[src/rtl/cache_mem_arbiter.sv]
// Arbitrates the single eviction-write-buffer port between the I-cache and D-cache.
// Round-robin on ties, one registered transaction in flight until ewb_resp_i.
module cache_mem_arbiter #(
    parameter int unsigned LINE_W = 256,
    parameter int unsigned ADDR_W = 32
) (
    input  logic              clk,
    input  logic              rst,
    input  logic              i_read_i,
    input  logic [ADDR_W-1:0] i_address_i,
    output logic [LINE_W-1:0] i_rdata_o,
    output logic              i_resp_o,
    input  logic              d_read_i,
    input  logic              d_write_i,
    input  logic [LINE_W-1:0] d_wdata_i,
    input  logic [ADDR_W-1:0] d_address_i,
    output logic [LINE_W-1:0] d_rdata_o,
    output logic              d_resp_o,
    output logic              ewb_read_o,
    output logic              ewb_write_o,
    output logic [LINE_W-1:0] ewb_wdata_o,
    output logic [ADDR_W-1:0] ewb_address_o,
    input  logic [LINE_W-1:0] ewb_rdata_i,
    input  logic              ewb_resp_i
);

    typedef enum logic [1:0] {
        IDLE    = 2'd0,
        SERVE_I = 2'd1,
        SERVE_D = 2'd2
    } state_t;

    state_t state;
    logic   last_d;
    logic   d_req;
    logic   grant_d;

    assign d_req   = d_read_i | d_write_i;
    // D wins when alone, or on a tie when the previous grant went to I.
    assign grant_d = d_req & (~i_read_i | ~last_d);

    always_ff @(posedge clk) begin
        if (rst) begin
            state         <= IDLE;
            last_d        <= 1'b0;
            ewb_read_o    <= 1'b0;
            ewb_write_o   <= 1'b0;
            ewb_address_o <= '0;
            ewb_wdata_o   <= '0;
        end else begin
            case (state)
                IDLE: begin
                    if (i_read_i | d_req) begin
                        last_d        <= grant_d;
                        state         <= grant_d ? SERVE_D : SERVE_I;
                        ewb_address_o <= grant_d ? d_address_i : i_address_i;
                        // A simultaneous D read+write is treated as a write.
                        ewb_write_o   <= grant_d & d_write_i;
                        ewb_read_o    <= grant_d ? ~d_write_i : 1'b1;
                        ewb_wdata_o   <= (grant_d & d_write_i) ? d_wdata_i : '0;
                    end
                end
                SERVE_I, SERVE_D: begin
                    if (ewb_resp_i) begin
                        state         <= IDLE;
                        ewb_read_o    <= 1'b0;
                        ewb_write_o   <= 1'b0;
                        ewb_address_o <= '0;
                        ewb_wdata_o   <= '0;
                    end
                end
                default: state <= IDLE;
            endcase
        end
    end

    // Completion is returned in the same cycle as the ewb response.
    assign i_resp_o  = (state == SERVE_I) & ewb_resp_i;
    assign d_resp_o  = (state == SERVE_D) & ewb_resp_i;
    assign i_rdata_o = ewb_rdata_i;
    assign d_rdata_o = ewb_rdata_i;

endmodule
[config.mk]
export PLATFORM = sky130hd
export DESIGN_NAME = cache_mem_arbiter
export DESIGN_NICKNAME = d
export VERILOG_FILES = /design/src/rtl/cache_mem_arbiter.sv
export SDC_FILE = /design/constraint.sdc
export NUM_CORES = 1
export LEC_CHECK = 0
export CELL_PAD_IN_SITES_DETAIL_PLACEMENT = 1
export CELL_PAD_IN_SITES_GLOBAL_PLACEMENT = 1
export CORE_AREA = 2 2 545 547
export DETAILED_ROUTE_END_ITERATION = 12
export DIE_AREA = 0 0 547 549
export GPL_TIMING_DRIVEN = 0
export PLACE_DENSITY = 0.35
export REMOVE_ABC_BUFFERS = 1
export SLEW_MARGIN = 20
export SYNTH_ARGS = -nofsm -noshare
export SYNTH_HDL_FRONTEND = slang
export SYNTH_SLANG_ARGS = --single-unit
[constraint.sdc]
create_clock -name clk -period 1.85 [get_ports clk]
set_input_delay 0.2775 -clock clk [delete_from_list [all_inputs] [get_ports clk]]
set_output_delay 0.2775 -clock clk [all_outputs]
set_load 0.1 [all_outputs]
==> qor.yml, run 1 <==
synthFlopType: "sky130_fd_sc_hd__dfxtp_1"
placementRows: 200
timing.hold.worst_path_depth: 3
yosys.cell_types.count: 30
max_stage_delay_cell_worst_path: "sky130_fd_sc_hd__dfxtp_2"
grtUsageTotal_pct: 19.8
finalWeightedCongestion: 1.03
min_delay_worst_endpoint: "ewb_wdata_o[250]$_SDFFE_PP0P_"
htreeDepth: 2
layout_worst_path_cycle_share_pct: 130
cp_cell_sequence: "inv_2, ha_4, mux2i_4, nand4bb_4, buf_12, buf_16, buf_16, buf_16, buf_16, buf_16, o32ai_4"
fp.dieW_um: 547
clock-root-buffer: "sky130_fd_sc_hd__clkbuf_16"
synth_seq_area_share_pct: 32.9
boundaryPins: 1386
power.switching_fraction_pct: 44.8
critPathArrivalTime_ps: 3000
num_vias: 16300
finalSetupViolations: 259
clock.fmax_mhz: 415
regToRegEndpoint: "ewb_wdata_o[221]$_SDFFE_PP0P_"
synthArstFlopShare_pct: 0
ys_seq_elements: 293
port_buffers: 617
period_minus_slack_ps: 2410
synthCells: 1796
synthDominantCellAreaShare_pct: 32.9
p_comb_share_pct: 47.4
clk_pin_slew_ps: 60
internal-power_mw: 19.2
routed_wire_length_per_instance_um: 51.7
r2r_setup_slack_ps: -560
synthTopCellsByCount: "512 x sky130_fd_sc_hd__buf_4, 293 x sky130_fd_sc_hd__dfxtp_1, 258 x sky130_fd_sc_hd__inv_1"
syn2layout_area_growth_pct: 61.2
drc: 0
ctsLongestPathBuffers: 3
tightest_slew_ps: 669
final_core_utilization_pct: 9.73
grt_antenna_before_repair: 16
sw_power_mw: 15.6
min_delay_startpoint: "d_wdata_i[250]"
crit_required_ps: 2440
critPathCaptureType: "flop"
tritoncts: "done"
synth_most_common_cell: "sky130_fd_sc_hd__buf_4"
seq_power_share_pct: 21.4
final_critical_path_setup_slack_ps: -560
setup.worst_path.start: "state[0]$_SDFFE_PP0P_"
clkPwrFrac_pct: 31.2
clock_latency_on_the_worst_skew_pair_ps: 710
worst_slew_margin_rel_pct: 55.4
power-per-cell-area_nw_per_um2: 1210
dpl.hpwl_um: 264000
synthDominantAreaCellType: "sky130_fd_sc_hd__dfxtp_1"
outcome: "complete, but fails checks"
grt_pass1_vias: 15100
crit_path_max_incr_delay_ps: 340
grt_setup_unrepaired: "true"
initial_standard_cell_utilization_of_the_core_pct: 6.04
timing_max_transition_violations_final: 0
dpl_worst_slack_ps: -1820
cp_max_fo: 6
maximum_number_of_pins_on_one_net_before_global_route_repair: 107
synth_area_um2: 17800
synth.avg_cell_area_um2: 9.92
vdd_ir_drop_max_uv: 756
layout.cell_area.non_filler_um2: 28700
depth_of_the_worst_register_to_register_path: 11
total_leakage_power_nw: 10.1
fin_worst_skew_ps: 32.7
critPathKind: "reg -> reg"
crit_buf_inv: 7
final_net_count: 2562
drive_gt1_share_pct: 39.3
design.core.area_um2: 295000
violated_checks: "negative setup slack"
finalWirelength_um: 308000
cap_violations: 0
cts_made_buffers: 52
cts_sinks: 293
avgViaCountPerCell: 2.73
grt_pass1_wl_um: 345000
synthTopCellsByArea: "sky130_fd_sc_hd__dfxtp_1 33%, sky130_fd_sc_hd__buf_4 22%, sky130_fd_sc_hd__o32ai_2 21%"
globalRouteOverflowTotal: 0
ys.warnings.count: 0
critical-path-top-delay-family: "buffers and inverters"
floorplan.die_area_um2: 300000
drt_iter0_markers: 1487
floorplan.die.height_um: 549
timing.critical_path.from_type: "flop"
timing.critical_path.mode_cell: "sky130_fd_sc_hd__buf_16"
detailedRoute.firstPassIterationCount: 5
holdBufCountCts: 0
synth-edff-count: 0
hold_removal_path_class: "in -> reg"
number_of_nets_with_antenna_violations_after_routing: 0
final_hold_viol_count: 0
r2r-start: "state[0]$_SDFFE_PP0P_"
post_dp_cell_area_um2: 24900
## worst min-delay path: stages
cell                              delay [ps]
sky130_fd_sc_hd__clkdlybuf4s50_1         390
sky130_fd_sc_hd__inv_1                    60
sky130_fd_sc_hd__o32ai_2                  80
## cells by family after synthesis
| logic type | after synthesis | synth area share (%) |
|---|---|---|
| compound gates | 302 | 24.4 |
| fa+ha+maj | 3 | 0.211 |
| buf+inv | 894 | 31.0 |
| flops | 293 | 32.9 |
| mux | 33 | 1.85 |
| simple gates | 271 | 9.56 |
## stage by stage
stage	hold WS (ps)	instances	total power [mW]	TNS, ps
floorplan	347	1160	11.5	-3440520
global placement	444	5716	13.0	-7205460
detailed placement	445	5754	21.1	-329920
CTS	66.3	5946	35.3	-114350
global route	112	5961	36.2	-125950
finish	151	5962	34.7	-107670
## power groups by stage
stage	clock network (mW)	logic [mW]	registers, mW
floorplan	0	1.67	9.85
global placement	0	6.02	6.94
detailed placement	0	13.5	7.57
CTS	11.4	16.4	7.44
global route	11.6	17.1	7.54
finish	10.8	16.4	7.44
## cell usage in the layout (no fill, tap or decap), types with 2 or more instances in the layout
cell type | Yosys | layout
sky130_fd_sc_hd__dfxtp_1 | 293 | 291
sky130_fd_sc_hd__nor2_1 | 4 | 3
sky130_fd_sc_hd__dfxtp_2 | 0 | 2
sky130_fd_sc_hd__buf_4 | 512 | 107
sky130_fd_sc_hd__buf_16 | 0 | 54
sky130_fd_sc_hd__clkinv_4 | 0 | 2
sky130_fd_sc_hd__clkbuf_1 | 55 | 10
sky130_fd_sc_hd__o32ai_4 | 0 | 51
sky130_fd_sc_hd__o21ai_0 | 4 | 4
sky130_fd_sc_hd__diode_2 | 0 | 5
sky130_fd_sc_hd__and2_1 | 2 | 2
sky130_fd_sc_hd__inv_1 | 258 | 256
sky130_fd_sc_hd__o32ai_2 | 230 | 205
sky130_fd_sc_hd__buf_2 | 42 | 168
sky130_fd_sc_hd__clkinv_2 | 0 | 9
sky130_fd_sc_hd__o21ba_4 | 0 | 2
sky130_fd_sc_hd__inv_2 | 0 | 2
sky130_fd_sc_hd__a21oi_1 | 4 | 3
sky130_fd_sc_hd__clkdlybuf4s50_1 | 0 | 324
sky130_fd_sc_hd__buf_8 | 0 | 7
sky130_fd_sc_hd__inv_6 | 0 | 2
sky130_fd_sc_hd__buf_6 | 26 | 15
sky130_fd_sc_hd__ha_4 | 0 | 2
sky130_fd_sc_hd__clkinvlp_4 | 0 | 3
sky130_fd_sc_hd__mux2i_1 | 33 | 32
sky130_fd_sc_hd__clkbuf_4 | 0 | 46
sky130_fd_sc_hd__clkbuf_8 | 0 | 8
sky130_fd_sc_hd__nand2b_1 | 257 | 257
sky130_fd_sc_hd__buf_12 | 0 | 39
sky130_fd_sc_hd__clkbuf_16 | 0 | 53
sky130_fd_sc_hd__o2bb2ai_1 | 32 | 32
sky130_fd_sc_hd__bufinv_16 | 0 | 7
## sequential cells by signal, indices dropped and copies added (netlist names)
register,cells
ewb_address_o,32
last_d,1
ewb_wdata_o,256
ewb_read_o,1
ewb_write_o,1
state,2
## worst max path at each step
stage	end	depth (start not counted)
final	ewb_wdata_o[221]$_SDFFE_PP0P_	11
after global routing	ewb_wdata_o[221]$_SDFFE_PP0P_	11
after CTS	ewb_wdata_o[189]$_SDFFE_PP0P_	14
after detailed placement	ewb_wdata_o[183]$_SDFFE_PP0P_	12
after global placement	ewb_wdata_o[216]$_SDFFE_PP0P_	4
after floorplan	ewb_wdata_o[0]$_SDFFE_PP0P_	5
## timing repair
| action | CTS | global route |
|---|---|---|
| pin swaps | 4 | 12 |
| setup buffers | 65 | 34 |
| setup endpoints to repair | 581 | 364 |
| gates cloned | 33 | 1 |
| gates resized for setup | 1305 | 191 |
## final cells by class
class	count	area, um^2
diodes	5	12.5
clock buffers	70	1450
clock inverters	25	349
fillers	34400	266000
inverters	258	968
multi-input cells	610	7300
flip-flops and latches	293	5870
well taps	3939	4930
repair buffers	762	7830
## routing by layer
layer	wire [um]	global-route usage, %	up-vias
li1	-	-	5862
met1	67600	11.9	7615
met2	134000	30.5	2409
met3	80200	24.7	295
met4	19900	10.6	71
met5	6920	17.1	-
(Power assumes the default switching activity.)
==> run 2: changes to the inputs <==
- CORE_AREA: 2 2 545 547 -> 8 8 536 538
- DIE_AREA: 0 0 547 549 -> 0 0 544 546
- PLACE_DENSITY: 0.35 -> 0.37
- TNS_END_PERCENT: unset -> 5
==> qor.yml, run 2 (synthesis results as in run 1) <==
floorplan.die_area_um2: 297000  # was 300000 um^2
clock.fmax_mhz: 440  # was 415 MHz
finalWirelength_um: 311000  # was 308000 um
ctsLongestPathBuffers: 3  # unchanged
vdd_ir_drop_max_uv: 630  # was 756 uV
holdBufCountCts: 0  # unchanged
design.core.area_um2: 278000  # was 295000 um^2
grt_antenna_before_repair: 12  # was 16
worst_slew_margin_rel_pct: 55.0  # was 55.4%
final_hold_viol_count: 0  # unchanged
outcome: "complete, but fails checks"  # unchanged
final_net_count: 2503  # was 2562
max_stage_delay_cell_worst_path: "sky130_fd_sc_hd__dfxtp_2"  # unchanged
cts_made_buffers: 51  # was 52
grt_setup_unrepaired: "true"  # unchanged
placementRows: 194  # was 200
layout.cells.most_common_list: "324 x sky130_fd_sc_hd__clkdlybuf4s50_1, 291 x sky130_fd_sc_hd__dfxtp_1, 257 x sky130_fd_sc_hd__nand2b_1"  # unchanged
fp.dieW_um: 544  # was 547 um
largest_register_ffs: 256  # unchanged
htreeDepth: 2  # unchanged
drt_iter0_markers: 1292  # was 1487
regMostFlops: "ewb_wdata_o"  # unchanged
grt_pass1_vias: 14800  # was 15100
cp_cell_sequence: "inv_2, ha_4, mux2i_4, buf_6, nor2_4, buf_12, buf_16, buf_16, buf_16, buf_16, buf_16, buf_12, o32ai_4"  # was inv_2, ha_4, mux2i_4, nand4bb_4, buf_12, buf_16, buf_16, buf_16, buf_16, buf_16, o32ai_4
layout_worst_path_cycle_share_pct: 123  # was 130%
routed_wire_length_per_instance_um: 54.6  # was 51.7 um
floorplan.die.height_um: 546  # was 549 um
cap_violations: 0  # unchanged
detailedRoute.firstPassIterationCount: 5  # unchanged
period_minus_slack_ps: 2270  # was 2410 ps
crit_required_ps: 2410  # was 2440 ps
drive_gt1_share_pct: 36.7  # was 39.3%
violated_checks: "negative setup slack"  # unchanged
port_buffers: 617  # unchanged
finalSetupViolations: 281  # was 259
tightest_slew_ps: 675  # was 669 ps
fin_worst_skew_ps: 66.4  # was 32.7 ps
critical-path-top-delay-family: "buffers and inverters"  # unchanged
clk_pin_slew_ps: 60  # about the same
cts_sinks: 293  # unchanged
critPathArrivalTime_ps: 2830  # was 3000 ps
crit_buf_inv: 9  # was 7
drc: 0  # unchanged
maximum_number_of_pins_on_one_net_before_global_route_repair: 103  # was 107
setup_tns_ps: -62670  # was -107670 ps
critPathKind: "reg -> reg"  # unchanged
reg_top3: "ewb_wdata_o x256, ewb_address_o x32, state x2"  # unchanged
boundaryPins: 1386  # unchanged
finalWeightedCongestion: 0.874  # was 1.03
avgViaCountPerCell: 2.76  # was 2.73
syn2layout_area_growth_pct: 49.7  # was 61.2%
layout_commonest_cell: "sky130_fd_sc_hd__clkdlybuf4s50_1"  # unchanged
critPathCaptureType: "flop"  # unchanged
clock-root-buffer: "sky130_fd_sc_hd__clkbuf_16"  # unchanged
stdcell_count: 5696  # was 5962
timing.critical_path.mode_cell: "sky130_fd_sc_hd__buf_16"  # unchanged
dpl.hpwl_um: 273000  # was 264000 um
hold_removal_path_class: "in -> reg"  # unchanged
grt_pass1_wl_um: 348000  # was 345000 um
dpl.cell_count: 5539  # was 5754
grtUsageTotal_pct: 20.0  # was 19.8%
fillerInstances: 32700  # was 34400
initial_standard_cell_utilization_of_the_core_pct: 6.40  # was 6.04%
timing.critical_path.from_type: "flop"  # unchanged
final_critical_path_setup_slack_ps: -421  # was -560 ps
total_leakage_power_nw: 9.42  # was 10.1 nW
clock_latency_on_the_worst_skew_pair_ps: 710  # about the same
crit_path_max_incr_delay_ps: 330  # was 340 ps
cp_max_fo: 8  # was 6
globalRouteOverflowTotal: 0  # unchanged
num_vias: 15700  # was 16300
power-per-cell-area_nw_per_um2: 1230  # was 1210 nW/um^2
timing_max_transition_violations_final: 0  # unchanged
number_of_nets_with_antenna_violations_after_routing: 0  # unchanged
tritoncts: "done"  # unchanged
[run 2: tightest hold or removal path: stages]
cell,delay [ps]
sky130_fd_sc_hd__clkdlybuf4s50_1,400
sky130_fd_sc_hd__inv_1,50
sky130_fd_sc_hd__o32ai_1,70
[run 2: where the power goes]
part	switching, mW	total (mW)	internal [mW]
registers	0.376	7.43	7.05
clock network	4.31	10.8	6.46
logic	10.1	14.5	4.41
[run 2: timing repair]
action,in CTS,in global routing
resized for setup,1015,246
endpoints found under the setup margin,581,412
gates cloned,9,0
setup buffers,40,1
pin swaps,3,2
[run 2: area by class of cell]
| type | count | area [um^2] | share of cell area [%] |
|---|---|---|---|
| clock buffer | 73 | 1460 | 5.48 |
| timing repair buffer | 705 | 6700 | 25.1 |
| antenna | 11 | 27.5 | 0.103 |
| multi-input combinational | 609 | 6640 | 24.9 |
| clock inverter | 23 | 332 | 1.24 |
| inverter | 258 | 968 | 3.63 |
| sequential | 293 | 5870 | 22.0 |
| tap | 3724 | 4660 | 17.5 |
[run 2: worst paths after layout]
check / start / to / slack [ps] / cells after the start
hold / removal: d_wdata_i[215] / ewb_wdata_o[215]$_SDFFE_PP0P_ / 150 / 3
hold reg to reg: ewb_address_o[29]$_SDFFE_PP0P_ / ewb_address_o[29]$_SDFFE_PP0P_ / 460 / 1
setup / recovery: state[1]$_SDFFE_PP0P_ / ewb_wdata_o[1]$_SDFFE_PP0P_ / -420 / 13
setup reg to reg: state[1]$_SDFFE_PP0P_ / ewb_wdata_o[1]$_SDFFE_PP0P_ / -420 / 13
[run 2: layer usage]
layer  part of all wire [%]  track usage (%)  wire [um]
met1                     22             12.3      69300
met2                     43             30.6     133000
met3                     25             24.4      77800
met4                    7.6             12.1      23600
met5                    2.3             17.1       7210
[run 2: through the flow]
| step | util, % | power, mW | setup slack (ps) | cell area, um^2 | hold slack [ps] |
|---|---|---|---|---|---|
| 6_report | 9.57 | 32.7 | -421 | 26700 | 151 |
| 3_5_place_dp | 8.86 | 21.2 | -1690 | 24700 | 447 |
| 2_1_floorplan | - | 11.5 | -13380 | 13300 | 347 |
| 5_1_grt | 9.57 | 34.1 | -474 | 26600 | 111 |
| 3_3_place_gp | 8.65 | 13.0 | -25540 | 24100 | 445 |
| 4_1_cts | 9.52 | 33.4 | -432 | 26500 | 56.1 |
==> run 3: changes to the inputs <==
- CTS_CLUSTER_DIAMETER: unset -> 100
==> qor.yml, run 3 (synthesis results as in run 1) <==
cts_sinks: 293  # unchanged
global_route.peak_usage_layer: "met2"  # unchanged
p_comb_share_pct: 44.4  # was 44.3%
grt_pass1_wl_um: 346000  # was 348000 um
globalRouteMet2Util_pct: 30.6  # about the same
cap_violations: 0  # unchanged
finalWeightedCongestion: 0.874  # unchanged
dpl.cell_count: 5539  # unchanged
use_met3_pct: 24.6  # was 24.4%
global_route_met1_utilization_pct: 12.1  # was 12.3%
clkPwrFrac_pct: 33.0  # about the same
syn2layout_area_growth_pct: 50.4  # was 49.7%
internal-power_mw: 18.1  # was 17.9 mW
routed_wire_length_per_instance_um: 54.5  # was 54.6 um
tritoncts: "done"  # unchanged
fin_worst_skew_ps: 44.5  # was 66.4 ps
outcome: "complete, but fails checks"  # unchanged
power-per-cell-area_nw_per_um2: 1230  # about the same
worst_slew_margin_rel_pct: 53.3  # was 55.0%
placementRows: 194  # unchanged
clock_latency_on_the_worst_skew_pair_ps: 710  # about the same
cts_made_buffers: 54  # was 51
dpl.hpwl_um: 273000  # unchanged
finalWirelength_um: 311000  # about the same
crit_required_ps: 2440  # was 2410 ps
globalRouteOverflowTotal: 0  # unchanged
layout.cell_area.non_filler_um2: 26800  # was 26700 um^2
total_leakage_power_nw: 9.48  # was 9.42 nW
floorplan.die.height_um: 546  # unchanged
clock-root-buffer: "sky130_fd_sc_hd__clkbuf_16"  # unchanged
grt_pass1_vias: 14700  # was 14800
vdd_ir_drop_max_uv: 667  # was 630 uV
critPathCaptureType: "flop"  # unchanged
regMostFlops: "ewb_wdata_o"  # unchanged
period_minus_slack_ps: 2270  # about the same
clock.fmax_mhz: 440  # about the same
num_vias: 15700  # about the same
critPathArrivalTime_ps: 2860  # was 2830 ps
design.core.area_um2: 278000  # unchanged
detailedRoute.firstPassIterationCount: 4  # was 5
maximum_number_of_pins_on_one_net_before_global_route_repair: 103  # unchanged
layout_worst_path_cycle_share_pct: 123  # about the same
finalSetupViolations: 278  # was 281
post_dp_cell_area_um2: 24700  # unchanged
cp_max_fo: 8  # unchanged
grt_antenna_before_repair: 10  # was 12
clk_pin_slew_ps: 60  # about the same
stdcell_count: 5697  # was 5696
fp.dieW_um: 544  # unchanged
reg_top3: "ewb_wdata_o x256, ewb_address_o x32, state x2"  # unchanged
final_net_count: 2510  # was 2503
violated_checks: "negative setup slack"  # unchanged
grtUsageTotal_pct: 20.0  # about the same
ctsLongestPathBuffers: 3  # unchanged
initial_standard_cell_utilization_of_the_core_pct: 6.40  # unchanged
sw_power_mw: 14.8  # was 14.7 mW
final_hold_viol_count: 0  # unchanged
timing.critical_path.from_type: "flop"  # unchanged
largest_register_ffs: 256  # unchanged
drive_gt1_share_pct: 37.2  # was 36.7%
critPathKind: "reg -> reg"  # unchanged
power.switching_fraction_pct: 45.0  # was 45.1%
setup_tns_ps: -65530  # was -62670 ps
avgViaCountPerCell: 2.76  # about the same
timing_max_transition_violations_final: 0  # unchanged
number_of_nets_with_antenna_violations_after_routing: 0  # unchanged
layout_commonest_cell: "sky130_fd_sc_hd__clkdlybuf4s50_1"  # unchanged
seq_power_share_pct: 22.6  # was 22.8%
grt_setup_unrepaired: "true"  # unchanged
layout.cells.most_common_list: "324 x sky130_fd_sc_hd__clkdlybuf4s50_1, 291 x sky130_fd_sc_hd__dfxtp_1, 257 x sky130_fd_sc_hd__nand2b_1"  # unchanged
boundaryPins: 1386  # unchanged
drt_iter0_markers: 1297  # was 1292
final_critical_path_setup_slack_ps: -422  # was -421 ps
htreeDepth: 2  # unchanged
drc: 0  # unchanged
floorplan.die_area_um2: 297000  # unchanged
hold_removal_path_class: "in -> reg"  # unchanged
fillerInstances: 32700  # about the same
tightest_slew_ps: 701  # was 675 ps
port_buffers: 617  # unchanged
==> run 3: cell types whose count changed in the layout (fill, tap and decap cells not counted), moves of 3 or more <==
cell | before | now
sky130_fd_sc_hd__buf_2 | 175 | 165
sky130_fd_sc_hd__buf_4 | 46 | 49
sky130_fd_sc_hd__buf_6 | 8 | 4
sky130_fd_sc_hd__clkbuf_16 | 52 | 57
sky130_fd_sc_hd__clkbuf_2 | 20 | 31
sky130_fd_sc_hd__clkinv_4 | 0 | 4
sky130_fd_sc_hd__clkinvlp_4 | 9 | 5
sky130_fd_sc_hd__diode_2 | 11 | 7
sky130_fd_sc_hd__inv_6 | 2 | 6
sky130_fd_sc_hd__o32ai_1 | 15 | 10
sky130_fd_sc_hd__o32ai_2 | 236 | 240
==> run 3: area by class of cell <==
type                            count  area [um^2]  area share [%]
Antenna cell                        7         17.5          0.0654
Timing Repair Buffer              709         6760            25.2
Clock buffer                       73         1500            5.61
Multi-Input combinational cell    609         6690            25.0
Inverter                          258          968            3.61
Sequential cell                   293         5870            21.9
Tap cell                         3724         4660            17.4
Clock inverter                     24          332            1.24
==> run 3: metrics by stage <==
stage	hold WS (ps)	utilization, %	setup slack, ps	power, mW
2_1_floorplan	347	-	-13380	11.5
5_1_grt	132	9.62	-493	34.2
3_3_place_gp	445	8.65	-25540	13.0
6_report	164	9.62	-422	32.8
3_5_place_dp	447	8.86	-1690	21.2
4_1_cts	60.1	9.53	-445	33.3
==> run 3: path summary, 6_finish.rpt <==
check / cells past startpoint / slack (ps) / to / startpoint
worst min-delay path: 3 / 160 / ewb_wdata_o[110]$_SDFFE_PP0P_ / d_wdata_i[110]
worst max-delay path: 13 / -420 / ewb_wdata_o[220]$_SDFFE_PP0P_ / state[0]$_SDFFE_PP0P_
worst min register to register: 1 / 460 / ewb_address_o[25]$_SDFFE_PP0P_ / ewb_address_o[25]$_SDFFE_PP0P_
worst max register to register: 13 / -420 / ewb_wdata_o[220]$_SDFFE_PP0P_ / state[0]$_SDFFE_PP0P_
==> run 3: power groups by stage <==
stage                     sequential, mW  combinational, mW  clock (mW)
after floorplan                     9.85               1.67           0
final                               7.43               14.6        10.8
after global routing                7.53               15.2        11.5
after detailed placement            7.56               13.6           0
after CTS                           7.43               14.5        11.4
after global placement              6.94               6.05           0
==> run 3: repair_timing <==
item                       4_1_cts  5_1_grt
buffers inserted                40        3
gates resized for setup        977      254
hold buffers                     0        0
cloned                           8        3
setup endpoints to repair      581      419
pin swaps                        3        2
==> run 3: layer usage <==
layer	up-vias	share of wire, %
li1	5751	-
met1	7372	22
met2	2300	43
met3	257	26
met4	59	7.5
met5	-	2.3
==> run 3: worst max-delay path: stages (launching register included) <==
cell and delay [ps]:
sky130_fd_sc_hd__dfxtp_2 330, sky130_fd_sc_hd__inv_2 50, sky130_fd_sc_hd__ha_4 280, sky130_fd_sc_hd__mux2i_4 250
sky130_fd_sc_hd__buf_6 130, sky130_fd_sc_hd__nor2_4 40, sky130_fd_sc_hd__buf_12 150, sky130_fd_sc_hd__buf_16 130
sky130_fd_sc_hd__buf_16 120, sky130_fd_sc_hd__buf_16 130, sky130_fd_sc_hd__buf_16 130, sky130_fd_sc_hd__buf_16 150
sky130_fd_sc_hd__clkbuf_16 180, sky130_fd_sc_hd__o32ai_2 80
